--- config.mk ---
export PLATFORM = sky130hd
export DESIGN_NAME = ahb_simple_master
export DESIGN_NICKNAME = d
export VERILOG_FILES = /design/src/rtl/ahb_simple_master.sv
export SDC_FILE = /design/constraint.sdc
export NUM_CORES = 1
export LEC_CHECK = 0
export ABC_AREA = 1
export CORE_MARGIN = 1
export CORE_UTILIZATION = 48
export CTS_CLUSTER_DIAMETER = 60
export DETAILED_ROUTE_END_ITERATION = 12
export MAX_ROUTING_LAYER = met4
export PLACE_DENSITY = 0.82
export SLEW_MARGIN = 25
export SYNTH_ARGS = -nofsm -noshare
export SYNTH_HDL_FRONTEND = slang
export SYNTH_SLANG_ARGS = --single-unit
export TNS_END_PERCENT = 5
--- constraint.sdc ---
create_clock -name HCLK -period 4.65 [get_ports HCLK]
set_clock_uncertainty 0.05 [all_clocks]
set_input_delay 0.6975 -clock HCLK [delete_from_list [all_inputs] [get_ports HCLK]]
set_output_delay 0.6975 -clock HCLK [all_outputs]
set_load 0.01 [all_outputs]
--- src/rtl/ahb_simple_master.sv ---
// Single-outstanding AHB-Lite master: turns one command into one SINGLE transfer
// and reports completion, read data and a saturating error count.
module ahb_simple_master #(
    parameter logic [3:0] HPROT_VAL = 4'b0011,
    parameter int         ERRCNT_W  = 8
) (
    input  logic                HCLK,
    input  logic                HRESETn,
    input  logic                cmd_valid,
    output logic                cmd_ready,
    input  logic                cmd_write,
    input  logic [31:0]         cmd_addr,
    input  logic [31:0]         cmd_wdata,
    input  logic [2:0]          cmd_size,
    output logic                rsp_valid,
    output logic [31:0]         rsp_rdata,
    output logic                rsp_err,
    output logic [ERRCNT_W-1:0] err_cnt,
    output logic [31:0]         HADDR,
    output logic [1:0]          HTRANS,
    output logic                HWRITE,
    output logic [2:0]          HSIZE,
    output logic [2:0]          HBURST,
    output logic [3:0]          HPROT,
    output logic [31:0]         HWDATA,
    output logic                HMASTLOCK,
    input  logic [31:0]         HRDATA,
    input  logic                HREADY,
    input  logic [1:0]          HRESP
);

    typedef enum logic [1:0] {ST_IDLE, ST_ADDR, ST_DATA, ST_RESP} state_t;

    state_t                r_state, w_state_next;
    logic [31:0]           r_haddr, w_haddr_next;
    logic [1:0]            r_htrans, w_htrans_next;
    logic                  r_hwrite, w_hwrite_next;
    logic [2:0]            r_hsize, w_hsize_next;
    logic [31:0]           r_hwdata, w_hwdata_next;
    logic [31:0]           r_wdata, w_wdata_next;
    logic                  r_cmd_ready, w_cmd_ready_next;
    logic                  r_rsp_valid, w_rsp_valid_next;
    logic                  r_rsp_err, w_rsp_err_next;
    logic [31:0]           r_rdata, w_rdata_next;
    logic [ERRCNT_W-1:0]   r_err_cnt, w_err_cnt_next;
    logic                  r_bad, w_bad_next;
    logic                  w_legal;

    always_comb begin
        case (cmd_size)
            3'b000:  w_legal = 1'b1;
            3'b001:  w_legal = ~cmd_addr[0];
            3'b010:  w_legal = (cmd_addr[1:0] == 2'b00);
            default: w_legal = 1'b0;
        endcase
    end

    always_ff @(posedge HCLK or negedge HRESETn) begin
        if (!HRESETn) r_state <= ST_IDLE;
        else          r_state <= w_state_next;
    end

    always_comb begin
        w_state_next     = r_state;
        w_haddr_next     = r_haddr;
        w_htrans_next    = r_htrans;
        w_hwrite_next    = r_hwrite;
        w_hsize_next     = r_hsize;
        w_hwdata_next    = r_hwdata;
        w_wdata_next     = r_wdata;
        w_rdata_next     = r_rdata;
        w_bad_next       = r_bad;
        w_rsp_valid_next = 1'b0;
        w_rsp_err_next   = 1'b0;
        w_err_cnt_next   = r_err_cnt;
        case (r_state)
            ST_IDLE: begin
                if (cmd_valid) begin
                    if (w_legal) begin
                        w_state_next  = ST_ADDR;
                        w_haddr_next  = cmd_addr;
                        w_htrans_next = 2'b10;
                        w_hwrite_next = cmd_write;
                        w_hsize_next  = cmd_size;
                        w_wdata_next  = cmd_wdata;
                    end else begin
                        // Rejected command: no bus activity, error reported after RESP.
                        w_state_next = ST_RESP;
                        w_bad_next   = 1'b1;
                    end
                end
            end
            ST_ADDR: begin
                if (HREADY) begin
                    w_state_next  = ST_DATA;
                    w_htrans_next = 2'b00;
                    w_hwdata_next = r_wdata;
                end
            end
            ST_DATA: begin
                if (HREADY) begin
                    w_state_next     = ST_RESP;
                    w_rsp_valid_next = 1'b1;
                    w_rsp_err_next   = (HRESP == 2'b01);
                    if (!r_hwrite && HRESP == 2'b00) w_rdata_next = HRDATA;
                end
            end
            default: begin
                w_state_next = ST_IDLE;
                if (r_bad) begin
                    w_rsp_valid_next = 1'b1;
                    w_rsp_err_next   = 1'b1;
                    w_bad_next       = 1'b0;
                end
            end
        endcase
        if (w_rsp_valid_next && w_rsp_err_next && r_err_cnt != '1)
            w_err_cnt_next = r_err_cnt + ERRCNT_W'(1);
        w_cmd_ready_next = (w_state_next == ST_IDLE);
    end

    always_ff @(posedge HCLK or negedge HRESETn) begin
        if (!HRESETn) begin
            r_haddr     <= '0;
            r_htrans    <= 2'b00;
            r_hwrite    <= 1'b0;
            r_hsize     <= 3'b000;
            r_hwdata    <= '0;
            r_wdata     <= '0;
            r_cmd_ready <= 1'b1;
            r_rsp_valid <= 1'b0;
            r_rsp_err   <= 1'b0;
            r_rdata     <= '0;
            r_err_cnt   <= '0;
            r_bad       <= 1'b0;
        end else begin
            r_haddr     <= w_haddr_next;
            r_htrans    <= w_htrans_next;
            r_hwrite    <= w_hwrite_next;
            r_hsize     <= w_hsize_next;
            r_hwdata    <= w_hwdata_next;
            r_wdata     <= w_wdata_next;
            r_cmd_ready <= w_cmd_ready_next;
            r_rsp_valid <= w_rsp_valid_next;
            r_rsp_err   <= w_rsp_err_next;
            r_rdata     <= w_rdata_next;
            r_err_cnt   <= w_err_cnt_next;
            r_bad       <= w_bad_next;
        end
    end

    assign cmd_ready = r_cmd_ready;
    assign rsp_valid = r_rsp_valid;
    assign rsp_err   = r_rsp_err;
    assign rsp_rdata = r_rdata;
    assign err_cnt   = r_err_cnt;
    assign HADDR     = r_haddr;
    assign HTRANS    = r_htrans;
    assign HWRITE    = r_hwrite;
    assign HSIZE     = r_hsize;
    assign HWDATA    = r_hwdata;
    assign HBURST    = 3'b000;
    assign HPROT     = HPROT_VAL;
    assign HMASTLOCK = 1'b0;

endmodule

Yosys cells after proc, flatten, opt, wreduce, memory -nomap -nowiden
Index checks and enable logic that the tools add are counted.
{"block": "op_classes", "addsub": 1, "eq_ne": 10, "mux": 18, "n_bitwise": 2, "n_reduce_logical": 17}
{"op": "2-bit two-way mux", "count": 7}
{"op": "3-bit AND reduction", "count": 3}
{"op": "8-bit by 1-bit adder with 8-bit output, second input constant", "count": 1}
{"op": "2-bit logical NOT", "count": 4}
{"op": "2-bit != test, second input constant", "count": 4}
{"op": "8-bit != test, second input constant", "count": 1}
{"op": "1-bit one-hot mux with 2 select lines", "count": 3}
{"op": "2-bit one-hot mux with 3 select lines", "count": 1}
{"op": "1-bit two-way mux", "count": 5}
{"op": "2-bit by 1-bit == test with 1-bit output, second input constant", "count": 2}
{"op": "2-bit one-hot mux with 2 select lines", "count": 1}
{"op": "4-bit AND reduction", "count": 1}
{"op": "2-bit OR reduction", "count": 2}
{"op": "3-bit by 1-bit == test with 1-bit output, second input constant", "count": 1}
{"op": "3-bit by 2-bit == test with 1-bit output, second input constant", "count": 1}
{"op": "1-bit logical AND", "count": 3}
{"op": "3-bit logical NOT", "count": 1}
{"op": "1-bit one-hot mux with 3 select lines", "count": 1}
{"op": "2-bit == test, second input constant", "count": 1}
{"op": "1-bit NOT", "count": 2}
{"op": "2-bit AND reduction", "count": 1}
{"op": "2-bit nonzero test", "count": 1}
{"op": "1-bit logical NOT", "count": 1}
{"block": "totals", "ff_bits": 148, "inputBits": 106, "out_inout_bits": 121, "word_cells": 61}

Longest topological paths before layout
Gate-level depths: netlist (run 1).
{"block": "logic_depth", "word_depth": 6, "ltp_mapped": 10, "mapped_depth_nobuf": 10}

Worst setup path after synthesis (run 1)
Ideal clock, no wire load.
{"block": "synth_path", "kind": "input -> register", "start": "input HRESP[1]", "end": "register r_rdata[10] (netlist: rsp_rdata[10])", "setup_ns": 0.130, "arrival_time_ns": 1.416, "t_required_ns": 4.470, "setup_slack_ns": 3.054, "cell_stages": 5, "n_path_buf": 1, "cell_sequence": "nor3_1 > nand3_2 > clkbuf_1 > nand2_1 > o21ai_0"}
{"block": "synth_via", "elab_chain_cells": 3}
{"item": "from (decl)", "line_no": "29", "source": "input logic [1:0] HRESP"}
{"item": "2-bit logical NOT", "line_no": "105", "source": "if (!r_hwrite && HRESP == 2'b00) w_rdata_next = HRDATA;"}
{"item": "1-bit logical AND", "line_no": "105"}
{"item": "3-bit AND reduction (no source line)"}
{"item": "to (signal assigned)", "line_no": "146", "source": "r_rdata <= w_rdata_next;"}
{"item": "to (decl)", "line_no": "44", "source": "logic [31:0] r_rdata, w_rdata_next;"}
No other way between the ends.
A chain may end at the register's enable or synchronous reset.

Worst setup path in the final report (run 1)
{"block": "layout_path", "start": "input cmd_addr[0]", "end": "register r_haddr[12] (netlist: HADDR[12])"}
{"block": "layout_via", "elab_chain_cells": 3, "word_cells_on_any_way": 4, "cone_classes": "mux (1); bitwise (1); reduce/logical (2)"}
{"item": "from (decl)", "line_no": "12", "source": "input logic [31:0] cmd_addr,"}
{"item": "2-bit logical NOT or 1-bit NOT (tied branches)", "line_no": "53, 52"}
{"item": "1-bit one-hot mux with 3 select lines (*)", "line_no": "50", "source": "case (cmd_size)"}
{"item": "3-bit AND reduction (no source line) (*)"}
{"item": "to (signal assigned)", "line_no": "137", "source": "r_haddr <= w_haddr_next;"}
{"item": "to (decl)", "line_no": "35", "source": "logic [31:0] r_haddr, w_haddr_next;"}
Every way passes the cells marked *; elsewhere a longest branch is shown, timed or not.

==> flow_summary.json, run 1 <==
{
  "setup_violations": 0,
  "post_cts_resized": 0,
  "warning_count_from_the_yosys_run": 0,
  "syn-instance-count": 624,
  "io_pins": 227,
  "grt_antenna_before_repair": 0,
  "detailed_place_hpwl_mm": 10.5,
  "fp.dieW_um": 115,
  "port_buffers": 217,
  "htreeDepth": 4,
  "end_kind": "flip-flop",
  "peakVddDrop_v": 0.000360,
  "synth_top_area_share_pct": 60.1,
  "clock_tree_from_tritoncts": "built",
  "finalSetupTns_ns": 0,
  "power_frac_comb_pct": 37.0,
  "post_cts.repair.setup_buffers": 0,
  "row_count": 40,
  "final.min_clock_period_ns": 2.47,
  "maxSlewHeadroom_pct": 41.2,
  "layout.cell_area.non_filler_um2": 8870,
  "floorplan.die.height_um": 115,
  "avgRoutedWirePerCell_um": 15.2,
  "startpoint_type": "input port",
  "switching_share_pct": 31.7,
  "core-area_um2": 12200,
  "critical-path-top-cell-by-count": "sky130_fd_sc_hd__nand2_1",
  "cp.required_ns": 4.95,
  "cts_buffers": 17,
  "post_synth_main_area_contributors": "sky130_fd_sc_hd__dfrtp_1 (60%), sky130_fd_sc_hd__nand2_1 (13%), sky130_fd_sc_hd__nand3_1 (6.0%)",
  "final_core_util_pct": 72.9,
  "cts.path.max_buffers": 2,
  "grt_pass1_vias": 5113,
  "crit_path_max_incr_delay_ns": 0.55,
  "cts.sinks": 147,
  "avgViaCountPerCell": 4.99,
  "critical_path.cell_chain": "clkdlybuf4s50_1 > nand2_1 > nand2_1 > nand2_1 > nand2_1 > inv_2 > nand2_2 > buf_4 > nand2_1 > nand2_1",
  "hold_violations": 0,
  "cts.reportedPaths.clkPinSlew_ns": 0.05,
  "max_cap_viol_count": 0,
  "wl_mm": 15.4,
  "cts_hold_buffers": 0,
  "final_max_slew_viol_count": 0,
  "synth.top_cells.by_count": "sky130_fd_sc_hd__nand2_1 (207), sky130_fd_sc_hd__dfrtp_1 (146), sky130_fd_sc_hd__nand3_1 (73)",
  "max_slew.worst_pin.slew_ns": 0.882,
  "synthDominantAreaCellType": "sky130_fd_sc_hd__dfrtp_1",
  "area_growth_from_synthesis_to_final_layout_pct": 45.8,
  "worstPathArrival_ns": 2.77,
  "fmaxAchievable_ghz": 0.405,
  "drc": 0,
  "async_flop_share_pct": 100,
  "power.sequential.fraction_pct": 38.9,
  "cts-root-buf": "sky130_fd_sc_hd__clkbuf_16",
  "grtUsageTotal_pct": 25.6,
  "synth.cell_area_um2": 6080,
  "num_antenna_cells": 0,
  "grt_overflow_total": 0,
  "postRouteAntennaNets": 0,
  "rsz0062_at_grt": "false",
  "grt_start_max_net_pins": 114,
  "synth_cell_types": 28,
  "num_vias": 5049,
  "dp_cells": 980,
  "synth_top_flop_cell": "sky130_fd_sc_hd__dfrtp_1",
  "drt_first_iter_violations": 335,
  "postSynthRegisterBits": 147,
  "globalplace.congestion": 0.789,
  "floorplan.initialDensity_pct": 50.0,
  "timing.critical_path.slowest_stage_cell": "sky130_fd_sc_hd__nand2_2",
  "worst_skew_pair.late_latency_ns": 0.42,
  "final.period_utilization_pct": 53.1,
  "seq_area_frac_synth_pct": 60.5,
  "mean_instance_size_in_the_synthesized_netlist_um2": 9.74,
  "critPathMaxFanout": 39,
  "critical_path_class": "input port to flip-flop",
  "first_pass_iters": 6,
  "path_delay_family": "simple AND/OR/NAND/NOR gates",
  "final_layout_size_suffix_gt1_share_pct": 9.49,
  "critical_path.n_buffers_inverters": 3,
  "grt_pass1_wl_mm": 24.7,
  "total_leakage_power_nw": 4.33,
  "floorplan.die_area_um2": 13100,
  "instances_no_fill": 1011,
  "nets": 942,
  "powerDensity_nw_per_um2": 640,
  "status": "finished, final reports clean",
  "synth-edff-count": 0,
  "cellInternalPower_w": 0.00388,
  "clock_power_share_pct": 24.1,
  "top_count_cell_post_synth": "sky130_fd_sc_hd__nand2_1",
  "area_after_detailed_placement_um2": 8260,
  "hold_path.class": "input port to async pin",
  "net-switching-power_w": 0.00180
}
==> path summary, 6_finish.rpt <==
kind,start,to,slack [ns],cells past startpoint
max,cmd_addr[0],HADDR[12]$_DFFE_PN0P_,2.18,10
min,HRESETn,r_wdata[2]$_DFFE_PN0P_,0.33,1
max reg2reg,r_state[0]$_DFF_PN0_,HADDR[12]$_DFFE_PN0P_,2.40,8
min reg2reg,r_wdata[31]$_DFFE_PN0P_,r_wdata[31]$_DFFE_PN0P_,0.41,2
max in group asynchronous,HRESETn,cmd_ready$_DFF_PN1_,3.14,2
min in group HCLK,r_wdata[31]$_DFFE_PN0P_,r_wdata[31]$_DFFE_PN0P_,0.41,2
==> sequential cells by signal, summed over array words and instances (netlist names) <==
register / count
rsp_valid: 1
rsp_rdata: 32
rsp_err: 1
HTRANS: 1
r_bad: 1
HSIZE: 3
HWRITE: 1
err_cnt: 8
cmd_ready: 1
HADDR: 32
HWDATA: 32
r_wdata: 32
r_state: 2
==> layout make-up <==
type | instances | area, um2
Clock buffer | 21 | 460
Timing Repair Buffer | 221 | 2210
Fill cell | 841 | 3300
Inverter | 54 | 204
Sequential cell | 147 | 3680
Clock inverter | 10 | 133
Tap cell | 168 | 210
Multi-Input combinational cell | 390 | 1970
==> cell families (layout without fill, tap and decap cells) <==
logic type | count (synthesis) | count (layout) | synth area share (%)
adders and majority gates | 5 | 5 | 1.03
xor gates and xnor gates | 5 | 5 | 0.720
and+or+nand+nor | 293 | 293 | 20.1
AOI/OAI and AO/OA | 46 | 46 | 3.97
muxes | 32 | 32 | 5.93
other | 2 | 9 | 0.124
buffers and inverters | 94 | 306 | 7.57
DFF | 147 | 147 | 60.5
==> per-stage QoR <==
stage	worst slack [ns]	power (W)	hold slack, ns
5_1_grt	2.03	0.00600	0.430
2_1_floorplan	3.05	0.00310	0.352
4_1_cts	2.22	0.00571	0.417
6_report	2.18	0.00568	0.334
3_5_place_dp	1.78	0.00431	0.405
3_3_place_gp	1.84	0.00422	0.400
==> power by group through the flow <==
stage	Combinational [W]	Sequential, W	Clock (W)
after floorplan	0.000743	0.00235	0
after global placement	0.00203	0.00218	0
after detailed placement	0.00210	0.00221	0
after CTS	0.00212	0.00221	0.00139
after global routing	0.00228	0.00227	0.00145
final	0.00210	0.00221	0.00137
==> worst register-to-register path, cell delays in order, from the launching register on <==
cell	delay, ns
sky130_fd_sc_hd__dfrtp_1	0.43
sky130_fd_sc_hd__inv_1	0.10
sky130_fd_sc_hd__ha_1	0.26
sky130_fd_sc_hd__nand2_1	0.10
sky130_fd_sc_hd__inv_2	0.04
sky130_fd_sc_hd__nand2_2	0.55
sky130_fd_sc_hd__buf_4	0.47
sky130_fd_sc_hd__nand2_1	0.12
sky130_fd_sc_hd__nand2_1	0.07
==> layout by cell type (no fill, tap or decap), types with 4 or more instances in the layout <==
cell,count
sky130_fd_sc_hd__conb_1,9
sky130_fd_sc_hd__inv_1,51
sky130_fd_sc_hd__nand2_2,4
sky130_fd_sc_hd__buf_4,4
sky130_fd_sc_hd__ha_1,5
sky130_fd_sc_hd__nand3_1,73
sky130_fd_sc_hd__clkdlybuf4s50_1,216
sky130_fd_sc_hd__nand2_1,207
sky130_fd_sc_hd__clkinv_2,5
sky130_fd_sc_hd__o21ai_0,39
sky130_fd_sc_hd__clkbuf_16,17
sky130_fd_sc_hd__dfrtp_1,146
sky130_fd_sc_hd__mux2_2,32
==> per-layer routing <==
layer  share of wire, %  GRT usage [%]  vias up
met2                 50           41.3      219
met1                 42           30.6     2441
li1                   -              -     2363
met4                1.8           9.96        0
met5                  0              -        -
met3                7.1           6.88       26
Power figures use the tool's default switching activity.
==> run 2: changes to the inputs <==
- CORE_UTILIZATION: 48 -> 44
- PLACE_DENSITY: 0.82 -> 0.76
- clock period: 4.65 -> 2.45 ns (I/O delays scaled with it)
==> run 2 against run 1 <==
Via count is 1.1% lower. Cell area grew 1.3%. Register-to-register slack lost 1.8 ns. Critical path depth is 2 lower. Power is 89% higher.
==> flow_summary.json, run 2 (synthesis gave the netlist of run 1 again) <==
{
  "status": "finished, final reports clean",
  "grt_overflow_total": 0,
  "switching_share_pct": 31.5,
  "max_slew.worst_pin.slew_ns": 0.511,
  "row_count": 42,
  "io_pins": 227,
  "nets": 949,
  "globalplace.congestion": 0.804,
  "final_layout_size_suffix_gt1_share_pct": 10.0,
  "startpoint_type": "flip-flop",
  "layout.cell_area.non_filler_um2": 8980,
  "cp.required_ns": 2.70,
  "num_vias": 4995,
  "fp.dieW_um": 120,
  "peakVddDrop_v": 0.000635,
  "cts-root-buf": "sky130_fd_sc_hd__clkbuf_16",
  "total_leakage_power_nw": 4.39,
  "power_frac_comb_pct": 37.8,
  "cts_buffers": 17,
  "grtUsageTotal_pct": 23.5,
  "crit_path_max_incr_delay_ns": 0.42,
  "critical_path.cell_chain": "inv_1 > ha_1 > nand2_1 > inv_2 > nand2_2 > buf_12 > nand2_1 > nand2_1",
  "timing.critical_path.slowest_stage_cell": "sky130_fd_sc_hd__dfrtp_1",
  "grt_antenna_before_repair": 0,
  "maxSlewHeadroom_pct": 66.0,
  "critical_path_class": "flip-flop to flip-flop",
  "avgViaCountPerCell": 4.87,
  "cts.path.max_buffers": 2,
  "net-switching-power_w": 0.00339,
  "layout.cells.most_common_list": "sky130_fd_sc_hd__clkdlybuf4s50_1 (216), sky130_fd_sc_hd__nand2_1 (207), sky130_fd_sc_hd__dfrtp_1 (146)",
  "end_kind": "flip-flop",
  "dp_cells": 994,
  "critPathMaxFanout": 70,
  "grt_start_max_net_pins": 71,
  "max_cap_viol_count": 0,
  "post_cts_resized": 0,
  "fmaxAchievable_ghz": 0.527,
  "setup_violations": 0,
  "hold_violations": 0,
  "core-area_um2": 13300,
  "final.min_clock_period_ns": 1.90,
  "critical_path.n_buffers_inverters": 3,
  "layout.cells.most_common": "sky130_fd_sc_hd__clkdlybuf4s50_1",
  "fillCellCount": 1028,
  "floorplan.initialDensity_pct": 45.5,
  "final.period_utilization_pct": 77.5,
  "cts.sinks": 147,
  "clock_power_share_pct": 23.4,
  "powerDensity_nw_per_um2": 1200,
  "port_buffers": 217,
  "detailed_place_hpwl_mm": 10.6,
  "drc": 0,
  "area_growth_from_synthesis_to_final_layout_pct": 47.7,
  "floorplan.die_area_um2": 14300,
  "finalSetupTns_ns": 0,
  "critical-path-top-cell-by-count": "sky130_fd_sc_hd__nand2_1",
  "rsz0062_at_grt": "false",
  "floorplan.die.height_um": 120,
  "postRouteAntennaNets": 0,
  "wl_mm": 15.4,
  "final_max_slew_viol_count": 0,
  "avgRoutedWirePerCell_um": 15.0,
  "first_pass_iters": 6,
  "htreeDepth": 4,
  "num_antenna_cells": 0,
  "instances_no_fill": 1026,
  "worst_skew_pair.late_latency_ns": 0.42,
  "cts_hold_buffers": 1,
  "grt_pass1_vias": 5196,
  "power.sequential.fraction_pct": 38.8,
  "clock_tree_from_tritoncts": "built",
  "path_delay_family": "buffers and inverters",
  "final_core_util_pct": 67.3,
  "post_cts.repair.setup_buffers": 0,
  "cellInternalPower_w": 0.00736,
  "cts.reportedPaths.clkPinSlew_ns": 0.06,
  "area_after_detailed_placement_um2": 8390,
  "grt_pass1_wl_mm": 25.4,
  "drt_first_iter_violations": 195,
  "worstPathArrival_ns": 2.15,
  "hold_path.class": "input port to async pin"
}
## run 2: cell count changes in the layout (fill, tap and decap cells not counted), sizes merged
cell         change
clkinvlp         -2
clkbuf           +1
inv              +2
clkinv           -1
dlygate4sd3      +1
buf              +7
bufinv           -1
## run 2: worst paths after layout
kind	depth (start not counted)	end	startpoint	slack, ns
worst max-delay path	8	r_wdata[6]$_DFFE_PN0P_	r_state[0]$_DFF_PN0_	0.55
worst min-delay path	2	r_wdata[6]$_DFFE_PN0P_	HRESETn	0.41
worst max register to register	8	r_wdata[6]$_DFFE_PN0P_	r_state[0]$_DFF_PN0_	0.55
worst min register to register	2	r_wdata[4]$_DFFE_PN0P_	r_wdata[4]$_DFFE_PN0P_	0.41
max in group asynchronous	3	HADDR[21]$_DFFE_PN0P_	HRESETn	1.27
min in group HCLK	2	r_wdata[4]$_DFFE_PN0P_	r_wdata[4]$_DFFE_PN0P_	0.41
## run 2: through the flow
| step | worst slack [ns] | total power, W | hold slack (ns) |
|---|---|---|---|
| finish | 0.552 | 0.0107 | 0.413 |
| global route | 0.373 | 0.0114 | 0.435 |
| CTS | 0.531 | 0.0109 | 0.410 |
| detailed placement | 0.473 | 0.00826 | 0.286 |
| global placement | 0.501 | 0.00810 | 0.278 |
| floorplan | 0.968 | 0.00588 | 0.0219 |
## run 2: worst register-to-register path: cells and delay by family, from the launching register on
kind | cells | cell delay (ns)
flip-flops | 1 | 0.42
AND/OR/NAND/NOR | 4 | 0.44
buffers and inverters | 3 | 0.63
adder cells (fa/ha/maj) | 1 | 0.25
## run 2: cell type report
class	count	area (um2)	share of cell area (%)
flip-flops and latches	147	3680	41.0
repair buffers	228	2330	26.0
multi-input cells	390	1970	21.9
clock buffers	23	478	5.32
well taps	176	220	2.45
inverters	54	204	2.27
clock inverters	8	100	1.11
## run 2: layer usage
metal	vias up	wire, um	GRT usage, %
li1	2385	-	-
met1	2403	6410	27.5
met2	184	7600	38.2
met3	23	1180	7.84
met4	0	233	7.81
met5	-	0	-
## run 2: power groups by stage
| stage | Combinational [W] | Sequential [W] | Clock [W] |
|---|---|---|---|
| 5_1_grt | 0.00443 | 0.00431 | 0.00267 |
| 6_report | 0.00406 | 0.00417 | 0.00252 |
| 3_3_place_gp | 0.00397 | 0.00413 | 0 |
| 3_5_place_dp | 0.00408 | 0.00418 | 0 |
| 4_1_cts | 0.00411 | 0.00418 | 0.00257 |
| 2_1_floorplan | 0.00141 | 0.00447 | 0 |
